===== config.mk =====
export PLATFORM = sky130hd
export DESIGN_NAME = alu_arbiter
export DESIGN_NICKNAME = d
export VERILOG_FILES = /design/src/rtl/alu_pkg.sv /design/src/rtl/alu.sv /design/src/rtl/rr_arb2.sv /design/src/rtl/alu_arbiter.sv
export SDC_FILE = /design/constraint.sdc
export NUM_CORES = 1
export LEC_CHECK = 0
export BUFFER_PORTS_ARGS = -buffer_cell sky130_fd_sc_hd__clkbuf_2
export CORE_MARGIN = 3
export CORE_UTILIZATION = 35
export CTS_BUF_LIST = sky130_fd_sc_hd__clkbuf_4
export DETAILED_ROUTE_END_ITERATION = 12
export SLEW_MARGIN = 25
export SYNTH_ARGS = -nofsm -noshare
export SYNTH_HDL_FRONTEND = slang
export SYNTH_SLANG_ARGS = --single-unit

===== constraint.sdc =====
create_clock -name clk -period 3.92 [get_ports clk]
set_input_delay 0.784 -clock clk [delete_from_list [all_inputs] [get_ports clk]]
set_output_delay 0.784 -clock clk [all_outputs]
set_load 0.02 [all_outputs]

===== src/rtl/alu_pkg.sv =====
// alu_pkg: shared types and constants for the ALU and its two-requester arbiter
`ifndef WORD_SIZE
`define WORD_SIZE 16
`endif
package alu_pkg;
  typedef enum logic {ALU_ADD = 1'b0, ALU_SUB = 1'b1} alu_mode_e;
  typedef enum logic [1:0] {IDLE, EXEC, RESP} arb_state_e;
  localparam int NUM_REQ = 2;
endpackage


===== src/rtl/alu.sv =====
// alu: combinational signed add/sub datapath with two's complement overflow flag
`ifndef WORD_SIZE
`define WORD_SIZE 16
`endif
module alu
  import alu_pkg::*;
#(
  parameter int WORD_SIZE = `WORD_SIZE
) (
  input  logic [WORD_SIZE-1:0] a,
  input  logic [WORD_SIZE-1:0] b,
  input  alu_mode_e            mode,
  output logic [WORD_SIZE-1:0] c,
  output logic                 overflow
);
  assign c = (mode == ALU_SUB) ? a - b : a + b;
  assign overflow = ((mode == ALU_SUB) ? (a[WORD_SIZE-1] != b[WORD_SIZE-1])
                                       : (a[WORD_SIZE-1] == b[WORD_SIZE-1]))
                    && (c[WORD_SIZE-1] != a[WORD_SIZE-1]);
endmodule


===== src/rtl/rr_arb2.sv =====
// rr_arb2: combinational 2-way round-robin grant; on a tie the requester that did not win last time wins
module rr_arb2 (
  input  logic [1:0] valid,
  input  logic       last_grant,
  output logic [1:0] grant
);
  assign grant[0] = valid[0] && (!valid[1] || last_grant);
  assign grant[1] = valid[1] && (!valid[0] || !last_grant);
endmodule


===== src/rtl/alu_arbiter.sv =====
// alu_arbiter: shares one alu between two valid/ready requesters; optional ALU_ARB_STATS_EN adds grant counters
`ifndef WORD_SIZE
`define WORD_SIZE 16
`endif
module alu_arbiter
  import alu_pkg::*;
#(
  parameter int WORD_SIZE = `WORD_SIZE
) (
  input  logic                 clk,
  input  logic                 rst_n,
  input  logic                 req0_valid,
  output logic                 req0_ready,
  input  logic [WORD_SIZE-1:0] req0_a,
  input  logic [WORD_SIZE-1:0] req0_b,
  input  logic                 req0_mode,
  input  logic                 req1_valid,
  output logic                 req1_ready,
  input  logic [WORD_SIZE-1:0] req1_a,
  input  logic [WORD_SIZE-1:0] req1_b,
  input  logic                 req1_mode,
  output logic                 rsp_valid,
  input  logic                 rsp_ready,
  output logic                 rsp_id,
  output logic [WORD_SIZE-1:0] rsp_c,
  output logic                 rsp_overflow
`ifdef ALU_ARB_STATS_EN
  ,
  output logic [15:0]          grant_cnt0,
  output logic [15:0]          grant_cnt1
`endif
);
  arb_state_e           state, state_nx;
  logic [NUM_REQ-1:0]   arb_grant;
  logic                 last_grant, op_id, fire, alu_ov;
  logic [WORD_SIZE-1:0] op_a, op_b, alu_c;
  alu_mode_e            op_mode;
  rr_arb2 u_arb (
    .valid      ({req1_valid, req0_valid}),
    .last_grant (last_grant),
    .grant      (arb_grant)
  );
  alu #(.WORD_SIZE(WORD_SIZE)) u_alu (
    .a        (op_a),
    .b        (op_b),
    .mode     (op_mode),
    .c        (alu_c),
    .overflow (alu_ov)
  );
  assign req0_ready = rst_n && (state == IDLE) && arb_grant[0];
  assign req1_ready = rst_n && (state == IDLE) && arb_grant[1];
  assign fire = req0_ready || req1_ready;
  // next state: accept in IDLE, one cycle of EXEC, hold RESP until consumed
  always_comb begin
    state_nx = (state == IDLE) ? (fire ? EXEC : IDLE) :
               (state == EXEC) ? RESP :
               (rsp_ready ? IDLE : RESP);
  end
  // state register
  always_ff @(posedge clk or negedge rst_n) begin
    if (!rst_n) state <= IDLE;
    else state <= state_nx;
  end
  // latch the granted requester's operation and remember who won
  always_ff @(posedge clk or negedge rst_n) begin
    if (!rst_n) begin
      op_a       <= '0;
      op_b       <= '0;
      op_mode    <= ALU_ADD;
      op_id      <= 1'b0;
      last_grant <= 1'b1;
    end else if (fire) begin
      op_a       <= req1_ready ? req1_a : req0_a;
      op_b       <= req1_ready ? req1_b : req0_b;
      op_mode    <= alu_mode_e'(req1_ready ? req1_mode : req0_mode);
      op_id      <= req1_ready;
      last_grant <= req1_ready;
    end
  end
  // capture the alu result after EXEC and hold it until the consumer accepts
  always_ff @(posedge clk or negedge rst_n) begin
    if (!rst_n) begin
      rsp_valid    <= 1'b0;
      rsp_id       <= 1'b0;
      rsp_c        <= '0;
      rsp_overflow <= 1'b0;
    end else if (state == EXEC) begin
      rsp_valid    <= 1'b1;
      rsp_id       <= op_id;
      rsp_c        <= alu_c;
      rsp_overflow <= alu_ov;
    end else if (state == RESP && rsp_ready) begin
      rsp_valid    <= 1'b0;
    end
  end
`ifdef ALU_ARB_STATS_EN
  // saturating per-requester count of accepted handshakes
  always_ff @(posedge clk or negedge rst_n) begin
    if (!rst_n) begin
      grant_cnt0 <= '0;
      grant_cnt1 <= '0;
    end else begin
      if (req0_ready && grant_cnt0 != 16'hFFFF) grant_cnt0 <= grant_cnt0 + 16'd1;
      if (req1_ready && grant_cnt1 != 16'hFFFF) grant_cnt1 <= grant_cnt1 + 16'd1;
    end
  end
`endif
  a_req0_hold: assert property (@(posedge clk) disable iff (!rst_n)
    req0_valid && !req0_ready |=> req0_valid && $stable(req0_a) && $stable(req0_b) && $stable(req0_mode));
  a_req1_hold: assert property (@(posedge clk) disable iff (!rst_n)
    req1_valid && !req1_ready |=> req1_valid && $stable(req1_a) && $stable(req1_b) && $stable(req1_mode));
endmodule


---- Word-level counts from Yosys, hierarchy flattened ----
Index checks and enable logic that the tools add are counted.
word-level totals
  bits in registers ....................... 56
  memory bits (read-only) ................. 0
  logic and storage cells ................. 43
  latch bits .............................. 0
  bits of input ports ..................... 71
  memories kept ........................... 0
  bits in writable memories ............... 0
cells by class
  bitwise gates (word level) .............. 0
  multiplexer cells ....................... 11
  equality and inequality tests ........... 5
  add/sub/neg operators ................... 2
  $mul .................................... 0
  order comparisons ....................... 0
  shift-type cells ........................ 0
  div/mod/pow operators ................... 0
  reduce and logical (&&, ||, !) cells .... 15
operator list
  operator                                              count
  two-way mux 16 bit                                    3
  adder 16 bit                                          1
  subtractor 16 bit                                     1
  logical AND 1 bit                                     7
  two-way mux 2 bit                                     3
  two-way mux 1 bit                                     5
  logical NOT 1 bit                                     3
  logical OR 1 bit                                      3
  equality test 2 x 1 -> 1 bit (second input constant)  1
  equality test 2 bit (second input constant)           1
  logical NOT 2 bit                                     1
  != test 1 bit                                         2
  nonzero test 2 bit                                    1
  equality test 1 bit                                   1

---- Depth between registers and ports, before layout ----
  word-level depth ........................ 7
  gate-level depth with buffers ........... 14
  gate-level depth less buffers ........... 14

---- Modules after synthesis ----
From an unflattened synthesis, not the netlist that was laid out.
second synthesis, totals
  cells, all modules ...................... 330
  area total of the unflattened synthesis .. 3505.9 um^2
by module, submodules not included
  module       cells each  instances  area an instance (um^2)  sequential area each (um^2)
  alu_arbiter  167         1          2387.3                   1402.6
  alu          160         1          1099.8                   0.0
  rr_arb2      3           1          18.8                     0.0

---- Worst setup path before layout ----
Ideal clock, no wire load.
  path type ............................... flip-flop to flip-flop
  start point ............................. reg op_mode
  end point ............................... reg rsp_overflow
  stages on the path, launching flop included .. 12
  required time ........................... 3828 ps
  setup slack ............................. 844 ps
  buffers on the path ..................... 2
  library setup time ...................... 92 ps
  data arrival time ....................... 2984 ps
  cell sequence ........................... dfrtp_1 > clkbuf_1 > clkbuf_1 > mux2i_1 > ha_1 > nor2b_1 > o2111ai_1 > a21oi_1 > or3_1 > a221oi_2 > xnor3_1 > o31ai_2
on the way
  longest elaborated chain between the ends .. 3
  elaborated cells between the ends (all ways) .. 4
RTL lines
  element                 RTL line           source
  from (decl)             alu_arbiter.sv:37  alu_mode_e op_mode;
  from (signal assigned)  alu_arbiter.sv:75  op_mode <= alu_mode_e'(req1_ready ? req1_mode : req0_mode);
  two-way mux 16 bit      alu.sv:16          assign c = (mode == ALU_SUB) ? a - b : a + b;
  != test 1 bit           alu.sv:19          && (c[WORD_SIZE-1] != a[WORD_SIZE-1]);
  logical AND 1 bit *     alu.sv:19
  to (signal assigned)    alu_arbiter.sv:91  rsp_overflow <= alu_ov;
  to (decl)               alu_arbiter.sv:26  output logic rsp_overflow
Mark *: on every way between the ends. The rest lies on a longest branch, timed or not.
A chain may end at the register's enable or synchronous reset.

---- Worst setup path in the final report ----
  start point ............................. reg op_b[0]
  end point ............................... reg rsp_overflow
on the way
  longest elaborated chain between the ends .. 4
  elaborated cells between the ends (all ways) .. 5
RTL lines
  element                                            RTL line           source
  from (decl)                                        alu_arbiter.sv:36  logic [WORD_SIZE-1:0] op_a, op_b, alu_c;
  from (signal assigned)                             alu_arbiter.sv:74  op_b <= req1_ready ? req1_b : req0_b;
  adder 16 bit or subtractor 16 bit (tied branches)  alu.sv:16
  two-way mux 16 bit *                               alu.sv:16
  != test 1 bit *                                    alu.sv:19
  logical AND 1 bit *                                alu.sv:19
Marks and branches as above.

==> impl_metrics.ini <==
[placement]
routabilityCongestion = 0.856
dpl.cell_count = 597
place_ws_ns = 0.709
detailed_place_hpwl_mm = 6.41
io_buffer_count = 91

[yosys]
synth_top_area_share_pct = 41.3
yosysMostFrequentCell = nand2_1
synth_fa_ha_area_share_pct = 6.61
synth_top_flop_cell = dfrtp_1
ys_seq_area_share_pct = 42.1
synthCells = 394
syn_area_um2 = 3330
synth_area_leaders = dfrtp_1 (41%), nand2_1 (11%), a31oi_1 (6.6%)
syn_area_per_cell_um2 = 8.46
syn_nets = 482
synth_commonest_cells = nand2_1 (97), dfrtp_1 (55), nor2_1 (45)
synth_mux_area_share_pct = 0.976
synth_top_family_by_area = simple AND/OR/NAND/NOR gates
synth_cell_types = 42
synth-compound-area-share_pct = 17.9
yosys.area_share.simple_pct = 20.5
synth-seq-cells = 56
yosysTopAreaCell = dfrtp_1
synth-edff-count = 0
ys_warn_count = 0
ys_async_sr_fraction_pct = 100
synth_xor_area_share_pct = 8.52

[layout]
nNetsFinal = 566
area_growth_pct = 20.0
drive_above_1_share_pct = 24.4
stdcell_count = 605
layout.core_utilization_pct = 44.6
diodes = 0

[worst_hold_path]
min_path_cells = 2
hold_path_class = reg2reg

[global_route]
grt_pass1_vias = 2880
overflow = 0
track_usage_pct = 15.3
grt_max_degree = 70
antenna_found_initial = 0
grt_pass1_wl_mm = 13.9

[floorplan]
dieWidth_um = 104
start_util_pct = 37.1
ios = 92
die-area_um2 = 10700
core_um2 = 8980
rows = 34
die_h_um = 104

[power]
p_switching_mw = 2.05
power_density_nw_per_um2 = 1090
intPower_mw = 2.30
pwr-share-comb_pct = 66.4
power.share.clock_pct = 7.3
p_seq_share_pct = 26.3
leakagePower_nw = 1.99
peakVddDrop_uv = 332
switching_share_pct = 47.1

[setup_path]
crit_arrival_ns = 3.56
crit_path_end_kind = flip-flop
cp_data_required_time_ns = 4.22
crit_family = compound AO/OA/AOI/OAI gates
crit_path_start_kind = flip-flop
path_cells = inv_1 > ha_1 > nor2b_1 > and3_1 > a21oi_1 > xnor2_1 > ha_1 > a21oi_1 > o21ai_0 > or3_1 > a221oi_2 > xnor3_1 > o31ai_2
critical_path.max_fanout = 5
crit_cells = 13
reg2regPathDepth = 13
crit_slowest_cell = dfrtp_1
max_stage_delay_ns = 0.44
r2r_slack_ns = 0.65
crit_type = reg2reg
crit_buf_inv = 1

[sta]
period_share_pct = 83.4
hold_slack_ns = 0.488
fmax_ghz = 0.306
maxSlewHeadroom_pct = 52.3
worst_pin_slew_ns = 0.716
finClkSkew_ns = 0.00946
setup_ws_ns = 0.651
drv_slew = 0
rsz0062_at_grt = false
fin_setup_tns_ns = 0
finalHoldViolCount = 0
finalCriticalPeriod_ns = 3.27
setup_viol = 0

[routing]
post-route-drc-count = 0
vias = 2944
ant_nets = 0
drt_iter0_drc = 161
wl_per_cell_um = 13.4
avgViaCountPerCell = 4.87
dr.pass1.iters = 4
wl_mm = 8.13

[clock_network]
cts_sinks = 56
insertion_delay_ns = 0.38
cts-resized-gates = 0
cts.htree.levels = 2
postCtsHoldBufs = 0
numCtsBuffers = 5
clockBufferDepth = 2
cts_tree = done
clkTransAtPathRegs_ns = 0.16
postCtsSetupBuffers = 0
ctsRootBufferMaster = clkbuf_4

[job]
drv_cap = 0

[status]
status = complete, no violations
## layer usage
metal	routed length [µm]	global-route usage [%]	share of wire, %	up-vias
met5	0	0	0	-
met4	80	4.08	0.98	0
met3	423	3.05	5.2	6
met2	3640	23.5	45	83
met1	3980	22.2	49	1342
li1	-	-	-	1513
## final timing paths
check | from | to
max | op_b[0]$_DFFE_PN0P_ | rsp_overflow$_DFFE_PN0P_
max reg2reg | op_b[0]$_DFFE_PN0P_ | rsp_overflow$_DFFE_PN0P_
min reg2reg | last_grant$_DFFE_PN1P_ | last_grant$_DFFE_PN1P_
min in group asynchronous | rst_n | rsp_valid$_DFFE_PN0P_
max in group asynchronous | rst_n | op_b[15]$_DFFE_PN0P_
min | last_grant$_DFFE_PN1P_ | last_grant$_DFFE_PN1P_
## sequential cells by signal, indices dropped and copies added (netlist names)
| name | count |
|---|---|
| last_grant | 1 |
| op_a | 16 |
| op_b | 16 |
| op_id | 1 |
| op_mode | 1 |
| rsp_c | 16 |
| rsp_id | 1 |
| rsp_overflow | 1 |
| rsp_valid | 1 |
| state | 2 |
## layout make-up
class,count,area (µm²)
clock inverter,3,42.5
sequential,56,1400
fill,944,4970
inverter,11,41.3
tap,126,158
timing repair buffer,96,493
multi-input combinational,308,1830
clock buffer,5,37.5
## through the flow
stage / total power [mW] / area, µm²
finish: 4.35 / 4000
global route: 4.78 / 4000
CTS: 4.38 / 4000
detailed placement: 4.05 / 3920
global placement: 4.01 / 3920
floorplan: 3.36 / 3330
## cell families after synthesis
| group | Yosys count |
|---|---|
| buffers and inverters | 30 |
| flip-flops | 56 |
| AND/OR/NAND/NOR | 164 |
| XOR/XNOR | 30 |
| multiplexers | 3 |
| AO/OA/AOI/OAI | 94 |
| adder cells (fa/ha/maj) | 17 |
## placed cells by master, fill, tap and decap left out, types with 4 or more instances in the layout
cell type and n:
a21o_1 8, a21oi_1 19, a31oi_1 35, and3_1 4, buf_4 5, clkbuf_2 91, clkbuf_4 5, dfrtp_1 55
ha_1 16, inv_1 10, nand2_1 97, nor2_1 45, o21ai_0 17, xnor2_1 23, xor2_1 5
## power by group through the flow
stage	Combinational [mW]	Sequential, mW	Clock (mW)
4_1_cts	2.91	1.15	0.328
2_1_floorplan	2.18	1.17	0
6_report	2.89	1.14	0.316
5_1_grt	3.25	1.19	0.344
3_5_place_dp	2.88	1.16	0
3_3_place_gp	2.86	1.15	0
## tightest hold or removal path: stages (launching register included)
cell and delay, ns:
dfstp_2 0.41, nand2_1 0.05, nand2_1 0.04
Power figures use the tool's default switching activity.
